### src/rtl/vram_fetch_pkg.sv
// vram_fetch_pkg
//   Shared types and constants for the VRAM fetch sequencer.
//   - vbyte_t         : one pixel/attribute byte as seen by the gate array
//   - BLANK_BYTE      : value pushed into the delay line outside display enable
//   - MAX_DELAY_CHARS : deepest supported delay line, in CRTC characters
//   - idx_width()     : width of a byte-select for a given word size
package vram_fetch_pkg;

  localparam int MAX_DELAY_CHARS = 3;

  typedef logic [7:0] vbyte_t;

  localparam vbyte_t BLANK_BYTE = 8'h00;

  // Byte-select width; never below one bit so a port always exists.
  function automatic int idx_width(input int bpw);
    return (bpw > 1) ? $clog2(bpw) : 1;
  endfunction

endpackage

### src/rtl/vram_delay_line.sv
// vram_delay_line
//   Circular byte buffer of DEPTH entries. A push writes the slot under the
//   write pointer and then advances the pointer, so that slot always holds the
//   oldest entry, i.e. the byte pushed DEPTH pushes ago.
// Ports:
//   clk    - system clock
//   rst_n  - asynchronous active-low reset; clears all entries and pointer
//   push   - write din and advance the pointer
//   din    - byte to store
//   oldest - entry under the write pointer (pre-push value in a push cycle)
module vram_delay_line
  import vram_fetch_pkg::*;
#(
  parameter int DEPTH = 2
) (
  input  logic   clk,
  input  logic   rst_n,
  input  logic   push,
  input  vbyte_t din,
  output vbyte_t oldest
);

  localparam int PW = (DEPTH > 1) ? $clog2(DEPTH) : 1;
  localparam logic [PW-1:0] LAST = PW'(DEPTH - 1);

  logic [DEPTH-1:0][7:0] mem;
  logic [PW-1:0]         wp;

  always_ff @(posedge clk or negedge rst_n) begin
    if (!rst_n) begin
      mem <= '0;
      wp  <= '0;
    end else if (push) begin
      mem[wp] <= din;
      // Depth need not be a power of two, so wrap explicitly.
      wp      <= (wp == LAST) ? '0 : wp + 1'b1;
    end
  end

  assign oldest = mem[wp];

endmodule

### src/rtl/vram_fetch_seq.sv
// vram_fetch_seq
//   Splits each VRAM word into BYTES_PER_WORD sequential byte fetches paced by
//   the gate array RAS_N/CAS_N strobes during video slots (cpu_n high).
//   A byte is captured every cycle RAS and CAS are both low; the rising edge
//   of CAS inside RAS commits it and advances the byte select. In shift mode
//   the committed bytes go through a delay line DELAY_CHARS characters deep
//   and the gate array sees the delayed stream instead.
// Parameters:
//   BYTES_PER_WORD - 2 or 4
//   DELAY_CHARS    - delay-line depth in characters, 1..3
// Optional feature (macro VRAM_FETCH_COUNT_EN):
//   adds vsync input and a saturating 16-bit fetch_count output, cleared on
//   the rising edge of vsync (clear wins over a same-cycle commit).
// Ports:
//   clk, RESET_N      - clock, asynchronous active-low reset
//   cpu_n             - low = CPU slot (forces byte select to 0), high = video
//   ras_n, cas_n      - gate array DRAM strobes
//   de                - CRTC display enable (blanks delay-line pushes when low)
//   shift_en          - 1 = route through delay line, 0 = direct
//   vram_din          - VRAM word, byte k at [8k+7:8k]
//   vram_d            - byte presented to the gate array
//   byte_idx          - current byte select
//   fetch_done        - one-cycle pulse after each committed byte
module vram_fetch_seq
  import vram_fetch_pkg::*;
#(
  parameter int BYTES_PER_WORD = 2,
  parameter int DELAY_CHARS    = 1
) (
  input  logic                                   clk,
  input  logic                                   RESET_N,
  input  logic                                   cpu_n,
  input  logic                                   ras_n,
  input  logic                                   cas_n,
  input  logic                                   de,
  input  logic                                   shift_en,
  input  logic [8*BYTES_PER_WORD-1:0]            vram_din,
`ifdef VRAM_FETCH_COUNT_EN
  input  logic                                   vsync,
  output logic [15:0]                            fetch_count,
`endif
  output vbyte_t                                 vram_d,
  output logic [idx_width(BYTES_PER_WORD)-1:0]   byte_idx,
  output logic                                   fetch_done
);

  localparam int IW = idx_width(BYTES_PER_WORD);
  localparam logic [IW-1:0] LAST_IDX = IW'(BYTES_PER_WORD - 1);
  // Out-of-range depths are clamped rather than building a useless line.
  localparam int DC = (DELAY_CHARS < 1) ? 1 :
                      (DELAY_CHARS > MAX_DELAY_CHARS) ? MAX_DELAY_CHARS : DELAY_CHARS;
  localparam int LINE_LEN = DC * BYTES_PER_WORD;

  // Word split into byte lanes.
  vbyte_t [BYTES_PER_WORD-1:0] lanes;
  for (genvar k = 0; k < BYTES_PER_WORD; k++) begin : g_lane
    assign lanes[k] = vram_din[8*k +: 8];
  end

  logic   cas_n_old;
  logic   commit;
  logic   capture;
  vbyte_t cur_byte;
  vbyte_t push_byte;
  vbyte_t dl_oldest;

  // Commit on CAS rising inside RAS during a video slot.
  assign commit    = ~ras_n & ~cas_n_old & cas_n & cpu_n;
  assign capture   = ~ras_n & ~cas_n & cpu_n;
  assign cur_byte  = lanes[byte_idx];
  assign push_byte = de ? cur_byte : BLANK_BYTE;

  vram_delay_line #(
    .DEPTH (LINE_LEN)
  ) u_dline (
    .clk    (clk),
    .rst_n  (RESET_N),
    .push   (commit & shift_en),
    .din    (push_byte),
    .oldest (dl_oldest)
  );

  always_ff @(posedge clk or negedge RESET_N) begin
    if (!RESET_N) begin
      cas_n_old  <= 1'b1;
      byte_idx   <= '0;
      fetch_done <= 1'b0;
      vram_d     <= BLANK_BYTE;
    end else begin
      cas_n_old  <= cas_n;
      fetch_done <= commit;
      // CPU slot resynchronises the word; commit already excludes cpu_n low.
      if (!cpu_n)
        byte_idx <= '0;
      else if (commit)
        byte_idx <= (byte_idx == LAST_IDX) ? '0 : byte_idx + 1'b1;
      // Capture and commit never share a cycle (CAS low vs high), so in shift
      // mode the read always sees the oldest entry before any push.
      if (capture)
        vram_d <= shift_en ? dl_oldest : cur_byte;
    end
  end

`ifdef VRAM_FETCH_COUNT_EN
  logic vsync_old;

  always_ff @(posedge clk or negedge RESET_N) begin
    if (!RESET_N) begin
      vsync_old   <= 1'b0;
      fetch_count <= '0;
    end else begin
      vsync_old <= vsync;
      if (vsync & ~vsync_old)
        fetch_count <= '0;
      else if (commit && fetch_count != 16'hFFFF)
        fetch_count <= fetch_count + 16'd1;
    end
  end
`endif

endmodule

### config.mk
export PLATFORM = sky130hd
export DESIGN_NAME = vram_fetch_seq
export DESIGN_NICKNAME = d
export VERILOG_FILES = /design/src/rtl/vram_fetch_pkg.sv /design/src/rtl/vram_delay_line.sv /design/src/rtl/vram_fetch_seq.sv
export SDC_FILE = /design/constraint.sdc
export NUM_CORES = 1
export LEC_CHECK = 0
export ABC_CLOCK_PERIOD_IN_PS = 2200
export CORE_MARGIN = 2
export CORE_UTILIZATION = 49
export CTS_CLUSTER_SIZE = 28
export DETAILED_ROUTE_END_ITERATION = 6
export HOLD_SLACK_MARGIN = 0.1
export PLACE_DENSITY_LB_ADDON = 0.12
export SLEW_MARGIN = 5
export SYNTH_ARGS = -nofsm -noshare
export SYNTH_HDL_FRONTEND = slang
export SYNTH_HIERARCHICAL = 1
export SYNTH_SLANG_ARGS = --single-unit
### constraint.sdc
create_clock -name clk -period 2.2 [get_ports clk]
set_clock_uncertainty 0.2 [all_clocks]
set_input_delay 0.22 -clock clk [delete_from_list [all_inputs] [get_ports clk]]
set_output_delay 0.22 -clock clk [all_outputs]
set_load 0.05 [all_outputs]
==> flow_metrics.env, run 1 <==
export IMPL_max_slew_worst_pin_slew_ps=572
export IMPL_synthCells=107
export IMPL_drtAntennaViolNets=0
export IMPL_slowest_delay_ps=810
export IMPL_crit_chain="clkdlybuf4s50_1"
export IMPL_endpoint_kind="primary output"
export IMPL_min_period_ps=1940
export IMPL_io_buffers=32
export IMPL_cp_arrival_ps=1520
export IMPL_drv_slew=0
export IMPL_start_kind="register"
export IMPL_synth_area_per_cell_sq_um=13.2
export IMPL_synth_edf_count=0
export IMPL_p_leak_nw=0.830
export IMPL_fin_setup_tns_ps=0
export IMPL_ios=33
export IMPL_ys_warn_count=6
export IMPL_r2r_end="u_dline/mem[4]"
export IMPL_hold_end="cas_n_old"
export IMPL_synth_common_cells="27 x dfrtp_1, 24 x mux2_2, 17 x nor2b_1, 8 x mux2i_1"
export IMPL_setup_viol=0
export IMPL_synth_top_cells_by_area="dfrtp_1 48%, mux2_2 19%, nor2b_1 7.5%"
export IMPL_viasPerCell=5.46
export IMPL_synth_nets=130
export IMPL_ff2ff_setup_slack_ps=320
export IMPL_insertion_delay_ps=310
export IMPL_status="finished clean"
export IMPL_powerDensity_nw_per_um2=848
export IMPL_cap_viol_max_count=0
export IMPL_crit_required_ps=1780
export IMPL_htreeDepth=1
export IMPL_drc=0
export IMPL_startpoint="vram_d[0]"
export IMPL_cts_resized=0
export IMPL_grt_pass1_wl_mm=4.93
export IMPL_synth_ff_type="dfrtp_1"
export IMPL_yosysTopAreaCell="dfrtp_1"
export IMPL_die_h_um=57.6
export IMPL_track_usage_pct=19.6
export IMPL_yosys_cell_count_top_type="dfrtp_1"
export IMPL_cts_buffers_inserted=3
export IMPL_hold_depth=2
export IMPL_die_w_um=57.6
export IMPL_timing_rr_start="cas_n_old"
export IMPL_ys_ff_latch=28
export IMPL_netlist_area_leader_share_pct=48.0
export IMPL_grt_pass1_vias=1058
export IMPL_first_pass_iters=4
export IMPL_antenna_cells=0
export IMPL_slew_headroom_pct=61.9
export IMPL_max_freq_mhz=515
export IMPL_placementRows=19
export IMPL_drt_wl_total_mm=2.93
export IMPL_vias=956
export IMPL_grt_ovfl_total=0
export IMPL_critical_path_buf_inv_count=1
export IMPL_antenna_found_initial=0
export IMPL_crit_type="register to primary output"
export IMPL_synth_seq_area_share_pct=49.8
export IMPL_crit_cells=1
export IMPL_die_area_sq_um=3320
export IMPL_synth_async_reset_ratio_pct=100
export IMPL_post_dp_hpwl_mm=2.03
export IMPL_cts_tree="built"
export IMPL_core_area_sq_um=2730
export IMPL_cp_top_family="buffers and inverters"
export IMPL_peakVddDrop_mv=0.517
export IMPL_routedWlPerCell_um=16.7
export IMPL_hold_path_class="input port to register"
export IMPL_cts_root_buffer="clkbuf_4"
export IMPL_rr_worst_depth=5
export IMPL_post_dp_cell_area_sq_um=1760
export IMPL_final_area_sq_um=1820
export IMPL_hold_violations=0
export IMPL_gp_congestion=0.699
export IMPL_clockBufferDepth=2
export IMPL_cp_slowest_cell="clkdlybuf4s50_1"
export IMPL_drive_gt1_share_pct=31.3
export IMPL_final_nets=168
export IMPL_cts_sinks=28
export IMPL_grt_max_degree=29
export IMPL_syn2layout_area_growth_pct=29.3
export IMPL_rsz0062_at_grt="false"
export IMPL_start_util_pct=51.5
export IMPL_synth_area_sq_um=1410
export IMPL_drt_initial_drc_count=15
export IMPL_hold_start="cas_n"
export IMPL_crit_fanout=2
export IMPL_postCtsSetupBuffers=0
export IMPL_ys_types=20
export IMPL_finalCritPeriodShare_pct=88.3
export IMPL_clk_pin_slew_ps=160
## state kept, by name, summed over array words and instances, names as in the netlist
name / count
vram_d: 8
fetch_done: 1
u_dline/mem: 16
cas_n_old: 1
byte_idx: 1
u_dline/wp: 1
## per-layer routing
metal  track usage (%)  up-vias  routed length, um
met5                 0        -                  0
met4              6.98        0                 23
met3              2.46        2                116
met2              35.6       23               1490
met1              23.8      479               1300
li1                  -      452                  -
## how the worst max path moves through the flow
stage / endpoint / slack, ps
6_report: vram_d[0] / 260
5_1_grt: vram_d[3] / 200
4_1_cts: vram_d[4] / 240
3_5_place_dp: u_dline/mem[4] / 40
3_3_place_gp: u_dline/mem[3] / 80
2_1_floorplan: u_dline/mem[2] / 350
## through the flow
step | util [%] | cells | total power [mW] | worst slack [ps] | hold slack [ps]
finish | 66.6 | 175 | 1.55 | 258 | 261
global route | 66.6 | 175 | 1.63 | 196 | 241
CTS | 66.6 | 175 | 1.56 | 242 | 242
detailed placement | 64.3 | 170 | 1.22 | 35.7 | 268
global placement | 64.3 | 170 | 1.20 | 75.6 | 261
floorplan | - | 107 | 1.06 | 351 | -276
## cells by family after synthesis
group | Yosys count | share of synthesized area [%]
AO/OA/AOI/OAI | 16 | 9.77
XOR/XNOR | 2 | 1.24
buffers and inverters | 6 | 3.37
flip-flops | 28 | 49.8
multiplexers | 32 | 24.9
AND/OR/NAND/NOR | 23 | 10.9
## cell type report
class / instances / area, sq um
flip-flops and latches: 28 / 702
inverters: 1 / 3.75
repair buffers: 38 / 365
multi-input cells: 73 / 659
clock buffers: 3 / 22.5
clock inverters: 1 / 30.0
well taps: 31 / 38.8
fillers: 233 / 912
## placed cells by master (no fill, tap or decap), drive strengths merged
cell,Yosys,final
dfstp,1,1
nor3b,1,1
mux2,24,24
dlygate4sd3,0,1
xor2,2,2
dfrtp,27,27
mux2i,8,8
and4bb,1,1
clkdlybuf4s50,0,31
a21o,8,8
a211oi,8,8
clkbuf,0,3
or3b,1,1
bufinv,0,1
nand2,1,1
nor2b,17,17
inv,1,1
and2,2,2
buf,5,6
## timing repair
item	CTS	global route
setup endpoints to repair	0	0
hold buffers	1	0
endpoints found under the hold margin	27	0
## power breakdown
group | switching (mW) | internal (mW) | total (mW)
registers | 0.100 | 0.626 | 0.726
clock network | 0.151 | 0.184 | 0.336
logic | 0.225 | 0.259 | 0.484
total | 0.476 | 1.07 | 1.55
(Power assumes the default switching activity.)
==> inputs of run 2 (changes only) <==
--- a/constraint.sdc
+++ b/constraint.sdc
@@ -4,2 +4,2 @@
 set_output_delay 0.22 -clock clk [all_outputs]
-set_load 0.05 [all_outputs]
+set_load 0.02 [all_outputs]
==> flow_metrics.env, run 2 (synthesized netlist as in run 1, its figures left out) <==
export IMPL_num_fill_cells=231
export IMPL_grt_pass1_vias=1035
export IMPL_track_usage_pct=18.8
export IMPL_crit_type="register to primary output"
export IMPL_first_pass_iters=3
export IMPL_clk_pin_slew_ps=150
export IMPL_cts_root_buffer="clkbuf_4"
export IMPL_peakVddDrop_mv=0.531
export IMPL_postCtsSetupBuffers=0
export IMPL_top_regs="u_dline/mem x16, vram_d x8"
export IMPL_rr_worst_depth=5
export IMPL_viasPerCell=5.38
export IMPL_rsz0062_at_grt="false"
export IMPL_layout_commonest_cell="clkdlybuf4s50_1"
export IMPL_crit_fanout=5
export IMPL_crit_cells=1
export IMPL_max_freq_mhz=531
export IMPL_cts_tree="built"
export IMPL_antenna_cells=0
export IMPL_hold_path_class="input port to register"
export IMPL_crit_chain="clkdlybuf4s50_1"
export IMPL_crit_required_ps=1780
export IMPL_syn2layout_area_growth_pct=28.9
export IMPL_layout_common_cells="32 x clkdlybuf4s50_1, 27 x dfrtp_1, 24 x mux2_2"
export IMPL_critical_path_buf_inv_count=1
export IMPL_p_leak_nw=0.827
export IMPL_gp_congestion=0.684
export IMPL_largest_register="u_dline/mem"
export IMPL_insertion_delay_ps=320
export IMPL_cts_sinks=28
export IMPL_grt_max_degree=29
export IMPL_core_area_sq_um=2730
export IMPL_die_area_sq_um=3320
export IMPL_post_dp_hpwl_mm=2.00
export IMPL_die_h_um=57.6
export IMPL_slew_headroom_pct=69.0
export IMPL_slowest_delay_ps=650
export IMPL_hold_depth=2
export IMPL_min_period_ps=1880
export IMPL_routedWlPerCell_um=15.9
export IMPL_drc=0
export IMPL_drv_slew=0
export IMPL_placementRows=19
export IMPL_multi_input_area_sq_um=659
export IMPL_antenna_found_initial=0
export IMPL_grt_ovfl_total=0
export IMPL_io_buffers=32
export IMPL_fin_setup_tns_ps=0
export IMPL_start_kind="register"
export IMPL_cts_buffers_inserted=3
export IMPL_hold_violations=0
export IMPL_largest_register_ff_count=16
export IMPL_setup_viol=0
export IMPL_cp_slowest_cell="clkdlybuf4s50_1"
export IMPL_grt_pass1_wl_mm=4.77
export IMPL_vias=947
export IMPL_max_slew_worst_pin_slew_ps=466
export IMPL_drt_initial_drc_count=9
export IMPL_drive_gt1_share_pct=31.0
export IMPL_finalCritPeriodShare_pct=85.6
export IMPL_cap_viol_max_count=0
export IMPL_cp_arrival_ps=1460
export IMPL_endpoint_kind="primary output"
export IMPL_status="finished clean"
export IMPL_htreeDepth=1
export IMPL_powerDensity_nw_per_um2=759
export IMPL_start_util_pct=51.5
export IMPL_clockBufferDepth=2
export IMPL_drt_wl_total_mm=2.79
export IMPL_seqCellArea_sq_um=702
export IMPL_die_w_um=57.6
export IMPL_ios=33
export IMPL_cp_top_family="buffers and inverters"
export IMPL_final_nets=169
export IMPL_final_util_pct=66.4
export IMPL_drtAntennaViolNets=0
run 2: cell count changes in the layout (fill, tap and decap cells not counted), sizes merged:
| cell | before | now |
|---|---|---|
| bufinv | 1 | 0 |
| clkbuf | 3 | 4 |
| clkdlybuf4s50 | 31 | 32 |
run 2: per-layer routing:
| metal | wire (um) | global-route usage [%] | up-vias |
|---|---|---|---|
| met4 | 18 | 5.98 | 0 |
| met5 | 0 | 0 | - |
| met2 | 1390 | 32.6 | 23 |
| met1 | 1290 | 24.8 | 465 |
| li1 | - | - | 457 |
| met3 | 92 | 2.01 | 2 |
run 2: report_power, final:
part	total, mW	internal [mW]	switching [mW]	leakage (nW)
Clock	0.249	0.101	0.148	0.0210
Sequential	0.715	0.626	0.0896	0.366
Combinational	0.413	0.261	0.152	0.440
Total	1.38	0.988	0.389	0.827
run 2: repair_timing:
action / CTS / global route
gates resized for setup: 0 / 0
hold buffers: 1 / 0
hold endpoints to repair: 27 / 0
run 2: per-stage QoR:
step                instances  worst slack, ps  hold WS (ps)  cell area [sq um]  total power [mW]
floorplan                 107              433          -276               1410             0.983
global placement          171             76.1           261               1770              1.13
detailed placement        171             33.0           266               1770              1.14
CTS                       176              299           252               1820              1.39
global route              176              259           259               1820              1.46
finish                    176              318           256               1820              1.38
run 2: layout make-up:
class	count	share of cell area, %
Tap cell	31	2.14
Clock buffer	4	2.00
Inverter	1	0.207
Timing Repair Buffer	39	20.7
Sequential cell	28	38.7
Multi-Input combinational cell	73	36.3
run 2: final timing paths:
| path | start | slack [ps] | end |
|---|---|---|---|
| max in group asynchronous | RESET_N | 900 | cas_n_old |
| min reg2reg | vram_d[2] | 290 | vram_d[2] |
| min in group asynchronous | RESET_N | 600 | u_dline/wp |
| max reg2reg | cas_n_old | 320 | u_dline/mem[3] |
| max | byte_idx | 320 | byte_idx |
| min | cas_n | 260 | cas_n_old |
